[src/rtl/bcd_chain_down_timer.sv]
// Chain of BCD down-counting digits with per-digit moduli, load clamping and a run/stop controller.
// Count updates one clock after tick; done pulses for one cycle after the count reaches zero.
module bcd_chain_down_timer #(
    parameter int                  DIGITS = 4,
    parameter logic [4*DIGITS-1:0] MODS   = 16'h6A6A,
    parameter bit                  WRAP   = 1'b0
) (
    input  logic                  clock,
    input  logic                  clr,
    input  logic                  loadn,
    input  logic [4*DIGITS-1:0]   data,
    input  logic                  start,
    input  logic                  stop,
    input  logic                  tick,
    output logic [4*DIGITS-1:0]   digits,
    output logic                  running,
    output logic                  zero,
    output logic [DIGITS-1:0]     tc,
    output logic                  done
);

    typedef enum logic [1:0] {
        S_IDLE = 2'd0,
        S_RUN  = 2'd1,
        S_DONE = 2'd2
    } state_t;

    state_t                r_state;
    state_t                w_state_nxt;
    logic [4*DIGITS-1:0]   r_digits;
    logic [4*DIGITS-1:0]   w_digits_nxt;
    logic [4*DIGITS-1:0]   w_dec;
    logic [4*DIGITS-1:0]   w_clamp;
    logic                  r_done;
    logic                  w_done_nxt;
    logic [DIGITS-1:0]     w_dig_zero;
    logic [DIGITS-1:0]     w_below_zero;
    logic                  w_running;
    logic                  w_zero;
    logic                  w_dec_zero;

    assign w_running  = (r_state == S_RUN);
    assign w_zero     = ~|r_digits;
    assign w_dec_zero = ~|w_dec;

    generate
        for (genvar gi = 0; gi < DIGITS; gi++) begin : g_digit
            localparam logic [3:0] MOD_I = MODS[4*gi +: 4];
            localparam logic [3:0] MAX_I = MOD_I - 4'd1;

            assign w_dig_zero[gi] = (r_digits[4*gi +: 4] == 4'd0);

            // A digit borrows only when every lower digit is already zero.
            if (gi == 0) begin : g_lsd
                assign w_below_zero[gi] = 1'b1;
            end else begin : g_upper
                assign w_below_zero[gi] = &w_dig_zero[gi-1:0];
            end

            assign w_dec[4*gi +: 4] = !w_below_zero[gi] ? r_digits[4*gi +: 4] :
                                      w_dig_zero[gi]    ? MAX_I :
                                                          r_digits[4*gi +: 4] - 4'd1;

            assign w_clamp[4*gi +: 4] = (data[4*gi +: 4] >= MOD_I) ? MAX_I : data[4*gi +: 4];

            assign tc[gi] = w_running & tick & w_dig_zero[gi] & w_below_zero[gi];
        end
    endgenerate

    always_comb begin
        w_state_nxt  = r_state;
        w_digits_nxt = r_digits;
        w_done_nxt   = 1'b0;
        if (!loadn) begin
            w_digits_nxt = w_clamp;
            w_state_nxt  = S_IDLE;
        end else begin
            case (r_state)
                S_IDLE: begin
                    if (start && !(!WRAP && w_zero)) begin
                        w_state_nxt = S_RUN;
                    end
                end
                S_RUN: begin
                    if (stop) begin
                        w_state_nxt = S_IDLE;
                    end else if (tick) begin
                        w_digits_nxt = w_dec;
                        if (w_dec_zero) begin
                            w_done_nxt = 1'b1;
                            if (!WRAP) begin
                                w_state_nxt = S_DONE;
                            end
                        end
                    end
                end
                S_DONE:  w_state_nxt = S_IDLE;
                default: w_state_nxt = S_IDLE;
            endcase
        end
    end

    always_ff @(posedge clock or posedge clr) begin
        if (clr) begin
            r_state  <= S_IDLE;
            r_digits <= '0;
            r_done   <= 1'b0;
        end else begin
            r_state  <= w_state_nxt;
            r_digits <= w_digits_nxt;
            r_done   <= w_done_nxt;
        end
    end

    assign digits  = r_digits;
    assign running = w_running;
    assign zero    = w_zero;
    assign done    = r_done;

endmodule

[config.mk]
export PLATFORM = sky130hd
export DESIGN_NAME = bcd_chain_down_timer
export DESIGN_NICKNAME = d
export VERILOG_FILES = /design/src/rtl/bcd_chain_down_timer.sv
export SDC_FILE = /design/constraint.sdc
export NUM_CORES = 1
export LEC_CHECK = 0
export CELL_PAD_IN_SITES_DETAIL_PLACEMENT = 1
export CELL_PAD_IN_SITES_GLOBAL_PLACEMENT = 1
export CORE_ASPECT_RATIO = 1.25
export CORE_MARGIN = 2
export CORE_UTILIZATION = 29
export CTS_BUF_LIST = sky130_fd_sc_hd__clkbuf_2
export CTS_CLUSTER_DIAMETER = 150
export DETAILED_ROUTE_END_ITERATION = 7
export GPL_TIMING_DRIVEN = 1
export PLACE_DENSITY = 0.86
export SLEW_MARGIN = 15
export SYNTH_ARGS = -nofsm -noshare
export SYNTH_HDL_FRONTEND = slang
export SYNTH_SLANG_ARGS = --single-unit
[constraint.sdc]
create_clock -name clock -period 1.7 [get_ports clock]
set_input_delay 0.34 -clock clock [delete_from_list [all_inputs] [get_ports clock]]
set_output_delay 0.34 -clock clock [all_outputs]
set_load 0.03 [all_outputs]
==> impl_metrics.json <==
{
  "post-route-min-period_ns": 2.07,
  "final_core_util_pct": 57.8,
  "gr-total-overflow": 0,
  "ys_types": 33,
  "via_per_inst": 5.75,
  "yosys-top-cells-area": "dfrtp_1 (43%), o21ai_0 (4.9%), nor2_1 (4.7%), nor4_4 (3.8%), a22o_1 (3.1%)",
  "drc": 0,
  "netlist_area_mm2": 0.00111,
  "fin_crit_sh_pct": 122,
  "io_pins": 45,
  "fp-row-count": 25,
  "setup_violations": 16,
  "status": "finished, violations left",
  "yosysTopAreaCellShare_pct": 42.7,
  "power_density_mw_per_mm2": 547,
  "clock_path_buffers": 2,
  "worst_path_most_repeated_cell": "buf_6",
  "grt_max_degree": 19,
  "p_sw_mw": 0.440,
  "clkPwrFrac_pct": 19.2,
  "dieArea_mm2": 0.00435,
  "crit_chain": "nor4_4 -> buf_6 -> buf_6 -> and3_1 -> buf_6",
  "vias": 1427,
  "syn_to_final_growth_pct": 93.5,
  "hold_violations": 0,
  "yosysWarnings": 0,
  "drive_above_1_share_pct": 43.8,
  "routed_wirelength_um": 5100,
  "place_congestion": 0.808,
  "synth_edf_count": 0,
  "drt_first_pass_iters": 4,
  "slew_viol_final": 0,
  "slowest_delay_ns": 0.48,
  "setup_ws_ns": -0.367,
  "cp-start-kind": "flip-flop",
  "nets": 231,
  "path_max_fanout": 3,
  "ir_worst_vdd_mv": 0.271,
  "antenna_cells": 0,
  "ys_seq_elements": 19,
  "cp-end-kind": "output pin",
  "grt_pass1_vias": 1526,
  "fill_cells": 417,
  "core-area_mm2": 0.00372,
  "dp_hpwl_um": 3340,
  "avgSynthCellArea_um2": 9.19,
  "cts_hold_buf": 0,
  "grt_setup_unrepaired": "yes",
  "cts_tree": "done",
  "path_clk_slew_ns": 0.21,
  "critical_path_arrival_ns": 1.73,
  "leakagePower_nw": 0.882,
  "fmax_mhz": 484,
  "grt_antenna_before_repair": 0,
  "wire_per_inst_um": 20.6,
  "syn_inst": 121,
  "yosysSeqAreaShare_pct": 42.7,
  "clk_latency_ns": 0.34,
  "die_h_um": 73.2,
  "tightest_slew_ns": 0.684,
  "fin_total_pwr_mw": 1.18,
  "crit_family": "flip-flops",
  "syn_nets": 143,
  "p_sw_share_pct": 37.4,
  "critPathBufInv": 3,
  "slowest_stage": "dfrtp_2",
  "htreeDepth": 1,
  "pwr-share-seq_pct": 44.0,
  "fin_tns_setup_ns": -2.86,
  "synth_top_area_cell": "dfrtp_1",
  "clock_sinks": 19,
  "required_ns": 1.36,
  "fin_skew_ns": 0.0135,
  "violations": "negative setup slack",
  "synth_flop_cell": "dfrtp_1",
  "cts_made_buffers": 3,
  "p_int_mw": 0.736,
  "portBuffers": 44,
  "start_util_pct": 29.9,
  "cts.root.buffer_cell": "clkbuf_2",
  "p_comb_share_pct": 36.8,
  "async_flop_share_pct": 100,
  "drtAntennaViolNets": 0,
  "hold_path_class": "in -> async",
  "crit_type": "reg -> out",
  "grt_util_all_layers_pct": 22.7,
  "grt_pass1_wl_um": 7470,
  "max-cap-violations": 0,
  "drt_iter0_markers": 33,
  "die_w_um": 59.4,
  "relSlewSlack_pct": 53.2
}
-- synthesized netlist by cell type, types with 2 or more instances --
cell / instances
dfrtp_1: 19
nor2_1: 14
o21ai_0: 11
a21oi_1: 6
nand2_1: 6
nor3_1: 6
a31oi_1: 5
nand3_1: 5
nand4_1: 5
a22o_1: 4
xor2_1: 4
clkbuf_1: 3
nor2b_1: 3
nor4b_1: 3
o31ai_1: 3
a22oi_1: 2
and3_1: 2
inv_1: 2
nor4_4: 2
or3_1: 2
or4_1: 2
-- kinds of logic after synthesis --
logic type | share of synthesized area, %
AO/OA/AOI/OAI | 21.3
XOR/XNOR | 3.94
buffers and inverters | 2.14
flip-flops | 42.7
AND/OR/NAND/NOR | 29.9
-- power by group through the flow --
| stage | logic (mW) | registers (mW) | clock network [mW] |
|---|---|---|---|
| 2_1_floorplan | 0.101 | 0.594 | 0 |
| 3_3_place_gp | 0.377 | 0.521 | 0 |
| 3_5_place_dp | 0.391 | 0.524 | 0 |
| 4_1_cts | 0.396 | 0.516 | 0.217 |
| 5_1_grt | 0.459 | 0.520 | 0.244 |
| 6_report | 0.433 | 0.517 | 0.226 |
-- layout make-up --
cell class | count | area (um^2) | area share (%)
repair buffers | 87 | 777 | 36.1
well taps | 40 | 50.0 | 2.33
clock buffers | 4 | 20.0 | 0.930
flip-flops and latches | 19 | 480 | 22.3
inverters | 2 | 7.51 | 0.349
multi-input cells | 96 | 817 | 38.0
-- registers in the layout (all words and copies together) (netlist names) --
register,cells
r_state,2
done,1
digits,16
-- path summary, 6_finish.rpt --
kind                       startpoint         end  slack [ns]  depth (start not counted)
max reg2reg                 digits[0]  digits[13]       -0.31                          7
min reg2reg                digits[15]  digits[15]        0.64                          1
max                         digits[0]       tc[0]       -0.37                          5
min in group clock            data[1]   digits[1]        0.62                          2
max in group asynchronous         clr  digits[11]        0.93                          3
min                               clr   digits[1]        0.26                          2
-- per-layer routing --
layer | up-vias | routed length [um] | global-route usage [%]
li1 | 639 | - | -
met1 | 730 | 1970 | 26.4
met2 | 46 | 2780 | 41.9
met3 | 12 | 202 | 3.55
met4 | 0 | 149 | 6.57
met5 | - | 0 | 0
-- cells in the final DEF (no fill, tap or decap), types with 2 or more instances in the layout --
master | netlist | layout
nor4b_1 | 3 | 2
a22oi_1 | 2 | 2
a22o_1 | 4 | 4
dlygate4sd2_1 | 0 | 8
nand3_4 | 0 | 3
inv_1 | 2 | 2
o21ai_1 | 0 | 2
dfrtp_1 | 19 | 15
nor3_2 | 0 | 2
nor3_1 | 6 | 3
nand2_1 | 6 | 5
clkbuf_2 | 0 | 9
nor2_4 | 0 | 3
nand4_1 | 5 | 5
buf_4 | 0 | 31
xor2_1 | 4 | 3
dfrtp_2 | 0 | 4
nor2_1 | 14 | 9
a21oi_1 | 6 | 5
nor2_2 | 0 | 2
o21ai_0 | 11 | 9
buf_6 | 0 | 17
nor4_4 | 2 | 3
clkdlybuf4s50_1 | 0 | 21
nor2b_1 | 3 | 2
a31oi_1 | 5 | 4
clkdlybuf4s15_1 | 0 | 3
-- metrics by stage --
stage | setup slack, ns | area [um^2] | hold slack, ns | cells
3_3_place_gp | -0.301 | 1870 | 0.520 | 233
5_1_grt | -0.409 | 2150 | 0.290 | 248
3_5_place_dp | -0.366 | 1870 | 0.543 | 233
2_1_floorplan | -0.135 | 1170 | 0.291 | 121
4_1_cts | -0.344 | 2010 | 0.290 | 243
6_report | -0.367 | 2150 | 0.260 | 248
-- timing repair --
item | CTS | global route
endpoints found under the setup margin | 26 | 32
pin swaps | 11 | 23
resized for setup | 39 | 43
hold endpoints to repair | 0 | 0
setup buffers | 6 | 7
(Power assumes the default switching activity.)
